## src/rtl/ula_seq.sv

```systemverilog
// ula_seq: operation sequencer for the ULA. It accepts one instruction per valid/ready
// handshake and reads the operands from an internal register file. It drives registered
// A/B/OP, captures RESU and the O/C/S/Z flags one cycle later, then writes the result back.
// Each instruction takes three cycles: IDLE (accept) -> ISSUE (ULA settles) -> RETIRE (pulses).
module ula_seq #(
  parameter int unsigned WIDTH = 3,
  parameter int unsigned OPW   = 5,
  parameter int unsigned NREG  = 8
) (
  input  logic                     clk_i,
  input  logic                     rst_i,
  // Instruction handshake
  input  logic                     in_valid_i,
  output logic                     in_ready_o,
  input  logic [OPW-1:0]           in_op_i,
  input  logic [$clog2(NREG)-1:0]  in_rd_i,
  input  logic [$clog2(NREG)-1:0]  in_ra_i,
  input  logic [$clog2(NREG)-1:0]  in_rb_i,
  input  logic                     in_load_i,
  input  logic [WIDTH-1:0]         in_imm_i,
  input  logic                     in_nowb_i,
  // ULA side
  output logic [WIDTH-1:0]         a_o,
  output logic [WIDTH-1:0]         b_o,
  output logic [OPW-1:0]           op_o,
  input  logic [WIDTH-1:0]         resu_i,
  input  logic                     o_i,
  input  logic                     c_i,
  input  logic                     s_i,
  input  logic                     z_i,
  // Status and writeback
  output logic [3:0]               flags_o,
  output logic                     wb_valid_o,
  output logic [$clog2(NREG)-1:0]  wb_addr_o,
  output logic [WIDTH-1:0]         wb_data_o,
  output logic                     done_o,
  // Debug read port
  input  logic [$clog2(NREG)-1:0]  dbg_addr_i,
  output logic [WIDTH-1:0]         dbg_data_o
);

  localparam int unsigned AW = $clog2(NREG);

  typedef enum logic [1:0] {
    StIdle   = 2'd0,
    StIssue  = 2'd1,
    StRetire = 2'd2
  } state_e;

  state_e state_q, state_d;

  // Instruction fields captured at the accepting edge
  logic [AW-1:0]    rd_q, rd_d;
  logic             load_q, load_d;
  logic             nowb_q, nowb_d;
  logic [WIDTH-1:0] imm_q, imm_d;

  // Operand/opcode registers feeding the ULA
  logic [WIDTH-1:0] a_q, a_d;
  logic [WIDTH-1:0] b_q, b_d;
  logic [OPW-1:0]   op_q, op_d;

  // Architectural state
  logic [WIDTH-1:0] regs_q [NREG];
  logic [WIDTH-1:0] regs_d [NREG];
  logic [3:0]       flags_q, flags_d;
  logic [AW-1:0]    wb_addr_q, wb_addr_d;
  logic [WIDTH-1:0] wb_data_q, wb_data_d;

  // Next-state logic: accept in IDLE, write back at the end of ISSUE, retire after that
  always_comb begin
    state_d   = state_q;
    rd_d      = rd_q;
    load_d    = load_q;
    nowb_d    = nowb_q;
    imm_d     = imm_q;
    a_d       = a_q;
    b_d       = b_q;
    op_d      = op_q;
    regs_d    = regs_q;
    flags_d   = flags_q;
    wb_addr_d = wb_addr_q;
    wb_data_d = wb_data_q;

    case (state_q)
      StIdle: begin
        if (in_valid_i) begin
          rd_d    = in_rd_i;
          load_d  = in_load_i;
          nowb_d  = in_nowb_i;
          imm_d   = in_imm_i;
          a_d     = regs_q[in_ra_i];
          b_d     = regs_q[in_rb_i];
          op_d    = in_op_i;
          state_d = StIssue;
        end
      end
      StIssue: begin
        // LOAD takes priority over NOWB when both are set
        if (load_q) begin
          regs_d[rd_q] = imm_q;
          wb_addr_d    = rd_q;
          wb_data_d    = imm_q;
        end else if (nowb_q) begin
          flags_d = {o_i, c_i, s_i, z_i};
        end else begin
          regs_d[rd_q] = resu_i;
          flags_d      = {o_i, c_i, s_i, z_i};
          wb_addr_d    = rd_q;
          wb_data_d    = resu_i;
        end
        state_d = StRetire;
      end
      StRetire: begin
        state_d = StIdle;
      end
      default: begin
        state_d = StIdle;
      end
    endcase
  end

  // State registers with synchronous reset; reset drops any in-flight instruction
  always_ff @(posedge clk_i) begin
    if (rst_i) begin
      state_q   <= StIdle;
      rd_q      <= '0;
      load_q    <= 1'b0;
      nowb_q    <= 1'b0;
      imm_q     <= '0;
      a_q       <= '0;
      b_q       <= '0;
      op_q      <= '0;
      flags_q   <= '0;
      wb_addr_q <= '0;
      wb_data_q <= '0;
      for (int i = 0; i < int'(NREG); i++) begin
        regs_q[i] <= '0;
      end
    end else begin
      state_q   <= state_d;
      rd_q      <= rd_d;
      load_q    <= load_d;
      nowb_q    <= nowb_d;
      imm_q     <= imm_d;
      a_q       <= a_d;
      b_q       <= b_d;
      op_q      <= op_d;
      flags_q   <= flags_d;
      wb_addr_q <= wb_addr_d;
      wb_data_q <= wb_data_d;
      for (int i = 0; i < int'(NREG); i++) begin
        regs_q[i] <= regs_d[i];
      end
    end
  end

  // Outputs decoded from state and registers
  always_comb begin
    in_ready_o = (state_q == StIdle);
    done_o     = (state_q == StRetire);
    wb_valid_o = (state_q == StRetire) && !nowb_q;
    a_o        = a_q;
    b_o        = b_q;
    op_o       = op_q;
    flags_o    = flags_q;
    wb_addr_o  = wb_addr_q;
    wb_data_o  = wb_data_q;
    dbg_data_o = regs_q[dbg_addr_i];
  end

endmodule
```

## config.mk

```make
export PLATFORM = sky130hd
export DESIGN_NAME = ula_seq
export DESIGN_NICKNAME = d
export VERILOG_FILES = /design/src/rtl/ula_seq.sv
export SDC_FILE = /design/constraint.sdc
export NUM_CORES = 1
export LEC_CHECK = 0
export CAP_MARGIN = 40
export CORE_AREA = 3 3 79 88
export CTS_BUF_LIST = sky130_fd_sc_hd__clkbuf_4 sky130_fd_sc_hd__clkbuf_8 sky130_fd_sc_hd__clkbuf_16
export DETAILED_ROUTE_END_ITERATION = 16
export DIE_AREA = 0 0 82 91
export GPL_ROUTABILITY_DRIVEN = 0
export GPL_TIMING_DRIVEN = 0
export PLACE_DENSITY = 0.75
export SKIP_CTS_REPAIR_TIMING = 1
export SYNTH_ARGS = -nofsm -noshare
export SYNTH_HDL_FRONTEND = slang
export SYNTH_SLANG_ARGS = --single-unit
```

## constraint.sdc

```tcl
create_clock -name clk_i -period 1.1 [get_ports clk_i]
set_input_delay 0.11 -clock clk_i [delete_from_list [all_inputs] [get_ports clk_i]]
set_output_delay 0.11 -clock clk_i [all_outputs]
set_load 0.01 [all_outputs]
```

==> PnR_summary.wiki <==
{| class="wikitable"
! Metric !! Value
|-
| Result of the run || finished, violations left
|-
| Failing checks || setup timing
|-
| Hold Path Class || input pin to register
|-
| CTS root buffer || sky130_fd_sc_hd__clkbuf_8
|-
| Area used by multi-input combinational logic || approximately 0.0020 mm2
|-
| RSZ-0062 raised after global routing || true
|-
| Die height || slightly above 90 um
|-
| Actual transition at the worst max-transition pin || 0.723 ns
|-
| Insertion delay of the later-clocked pin in the worst-skew pair || 0.32 ns
|-
| Min Hold Slack || ~0.34 ns
|-
| Kind of start point of the critical path || register
|-
| Category of the worst setup path capture point || primary output
|-
| 1st-iter DRT viols || 164
|-
| Placement-stage worst setup slack || -0.882 ns
|-
| Antenna violations before repair || 0
|-
| Met3 routing resource usage after global routing || between 4 and 5%
|-
| DRC || 0
|-
| Proportion of synthesized flip-flops having asynchronous set or reset || 0%
|-
| Leakage power || ~2.0 nW
|-
| Clock tree skew after final layout || ~0.0085 ns
|-
| Layout filler cell count || between 400 and 500
|-
| Met2 Resource Use GR || between 30% and 40%
|-
| Area of the die || 0.00746 mm2
|-
| Count of antenna-violating nets left after detailed routing || 0
|-
| Fraction of the mapped netlist area in adder cells || 0%
|-
| Post-layout min period || between 1.5 and 2 ns
|-
| Register cell area after layout || around 0.0011 mm2
|-
| Area overhead of the layout relative to synthesis || 64.1%
|-
| Highest achievable clock rate || 0.595 GHz
|-
| Final number of setup-violating endpoints || 61
|-
| Largest fanout on the critical path || 4
|-
| Main combinational cell family by area after synthesis || compound AO/OA/AOI/OAI gates
|-
| Clock tree from TritonCTS || done
|-
| Dpl hpwl || between 5000 and 6000 um
|-
| Routed wire length || between 9000 and 10000 um
|-
| H-tree level count || 2
|-
| Critical setup path kind || register to primary output
|-
| Fraction of met1 tracks used by global routing || 27.2%
|-
| Slew margin rel. || 51.8%
|-
| Portion of netlist area occupied by mux cells || between 15 and 20%
|-
| Post-route setup TNS || -15.58 ns
|-
| Netlist Area Pre-Place || 0.00278 mm2
|-
| Power density cells || slightly above 1000 mW/mm2
|-
| Nets || ~400
|-
| Maximum vdd ir drop || ~0.00064 V
|-
| Portion of the clock cycle consumed by the worst path in the final layout || 153%
|-
| CP Data Arrival Time || around 1.6 ns
|-
| Number of flip-flops and latches in the synthesized netlist || 55
|-
| Share of the synthesized netlist area taken by xor and xnor gates || 0%
|-
| Number of enable-type register cells in the synthesized netlist || 0
|-
| Via count of the first global-routing pass || 2541
|-
| Most frequent standard cell in the layout excluding fill and tap cells || sky130_fd_sc_hd__dfxtp_1
|-
| Port Buffer Count || 57
|-
| Total routing resource utilization after global routing || 21.4%
|-
| Largest net degree at the start of global routing || 16
|-
| Starting utilization of the core area || between 40% and 50%
|-
| Commonest register cell after synthesis || sky130_fd_sc_hd__dfxtp_1
|-
| Detailed-route wire length per cell || just over 20 um
|-
| Diodes inserted || 0
|-
| Ports || 59
|-
| Most frequent cells in the layout || sky130_fd_sc_hd__dfxtp_1 (34), sky130_fd_sc_hd__clkdlybuf4s50_1 (30), sky130_fd_sc_hd__mux2i_1 (24)
|-
| Number of buffers created by CTS || 5
|-
| First-pass GRT wire length || 12500 um
|-
| Ys Warns || 0
|-
| Compound-gate portion of the synthesized area || between 20% and 30%
|-
| Critical Path RT || between 0.9 and 1 ns
|-
| Syn nets || around 320
|-
| Number of vias after detailed routing || 2815
|-
| Total congestion overflow after global routing || 0
|-
| Post-route worst setup slack || -0.580 ns
|-
| Placeable core region || around 0.0062 mm2
|-
| Routed vias/inst || between 6 and 7
|-
| Highest-utilization routing layer at the global route stage || met2
|-
| Reported max-cap violation count || 0
|-
| Max-slew violation count || 0
|-
| Layout cells sized above 1 || between 40% and 50%
|-
| FP Rows || 30
|-
| # clock sinks || between 50 and 60
|-
| Count of distinct cell types in the synthesized netlist || 30
|-
| Sequential element share of the synthesized area || 39.6%
|-
| Final Hold Viols || 0
|-
| CTS clk-pin slew, worst paths || about 0.1 ns
|-
| Synthesized instance count || ~290
|-
| Fraction of the mapped netlist area in simple logic gates || ~14%
|-
| DR pass1 iterations || 4
|-
| Syn Area/Cell || 9.76 um2
|-
| Buffers from clock root to sink, at most || 2
|-
| Horizontal die dimension || 82 um
|}
[through the flow]
stage | cell area, um2 | total power, mW | util [%] | instances
detailed placement | 3610 | 3.02 | 58.6 | 422
CTS | 3710 | 4.24 | 60.3 | 430
global placement | 3610 | 3.01 | 58.6 | 422
finish | 4570 | 4.62 | 74.2 | 457
floorplan | 2940 | 2.66 | - | 285
global route | 4570 | 4.74 | 74.2 | 457
[flip-flops by register name (all words and copies together) (netlist names)]
name       cells
a_o            3
wb_addr_o      3
flags_o        4
wb_data_o      3
rd_q           3
regs_q        24
imm_q          3
op_o           5
nowb_q         1
b_o            3
load_q         1
state_q        2
[final cells by class]
| class | instances | area share, % |
|---|---|---|
| Buffer | 27 | 5.73 |
| Clock buffer | 8 | 2.27 |
| Inverter | 1 | 0.192 |
| Multi-Input combinational cell | 202 | 44.0 |
| Sequential cell | 55 | 25.1 |
| Tap cell | 80 | 2.19 |
| Timing Repair Buffer | 84 | 20.6 |
[power breakdown]
part | total [mW] | switching [mW] | leakage (nW) | internal [mW]
sequential | 2.15 | 0.0853 | 0.459 | 2.06
clock | 1.28 | 0.676 | 0.0549 | 0.601
combinational | 1.19 | 0.583 | 1.44 | 0.611
[worst max-delay path: stages, from the launching register on]
cell and delay, ns:
sky130_fd_sc_hd__dfxtp_1 0.37, sky130_fd_sc_hd__mux4_2 0.48, sky130_fd_sc_hd__mux2_4 0.28, sky130_fd_sc_hd__buf_6 0.12
[cell usage after synthesis (2+ instances only)]
| cell | number | share of area, % |
|---|---|---|
| sky130_fd_sc_hd__buf_2 | 13 | 2.3 |
| sky130_fd_sc_hd__nor4_2 | 2 | 0.90 |
| sky130_fd_sc_hd__mux4_2 | 6 | 4.9 |
| sky130_fd_sc_hd__nand2b_1 | 2 | 0.45 |
| sky130_fd_sc_hd__a41oi_1 | 24 | 7.6 |
| sky130_fd_sc_hd__a311oi_1 | 3 | 0.94 |
| sky130_fd_sc_hd__a32o_1 | 6 | 2.2 |
| sky130_fd_sc_hd__o21ai_0 | 7 | 1.3 |
| sky130_fd_sc_hd__a22oi_1 | 12 | 3.2 |
| sky130_fd_sc_hd__buf_6 | 2 | 0.81 |
| sky130_fd_sc_hd__dfxtp_1 | 55 | 40 |
| sky130_fd_sc_hd__nand3_1 | 3 | 0.54 |
| sky130_fd_sc_hd__a21oi_1 | 23 | 4.1 |
| sky130_fd_sc_hd__clkbuf_1 | 10 | 1.3 |
| sky130_fd_sc_hd__nand2_1 | 31 | 4.2 |
| sky130_fd_sc_hd__a211oi_1 | 24 | 6.5 |
| sky130_fd_sc_hd__mux2_2 | 3 | 1.2 |
| sky130_fd_sc_hd__buf_4 | 2 | 0.54 |
| sky130_fd_sc_hd__and4_4 | 5 | 2.0 |
| sky130_fd_sc_hd__and2_1 | 3 | 0.67 |
| sky130_fd_sc_hd__nor2b_1 | 9 | 2.0 |
| sky130_fd_sc_hd__mux2i_1 | 27 | 9.7 |
| sky130_fd_sc_hd__nor2_1 | 6 | 0.81 |
[path summary, 6_finish.rpt]
path	end	startpoint	cells after the start	slack, ns
setup reg to reg	b_o[2]$_SDFFE_PP0P_	state_q[1]$_SDFFE_PP0P_	5	-0.39
hold reg to reg	a_o[0]$_SDFFE_PP0P_	a_o[0]$_SDFFE_PP0P_	1	0.47
hold / removal	op_o[4]$_SDFFE_PP0P_	in_op_i[4]	3	0.34
setup / recovery	dbg_data_o[2]	regs_q[17]$_SDFFE_PP0P_	3	-0.58
[metal layers]
layer	wire (um)	share of wire, %
met3	523	5.5
met1	3630	38
met5	0	0
met2	5120	54
met4	221	2.3
[cell families (layout without fill, tap and decap cells)]
kind of cell	Yosys count	in the layout
AO/OA/AOI/OAI	99	99
buffers and inverters	28	120
flip-flops	55	55
AND/OR/NAND/NOR	67	67
multiplexers	36	36
(Power assumes the default switching activity.)
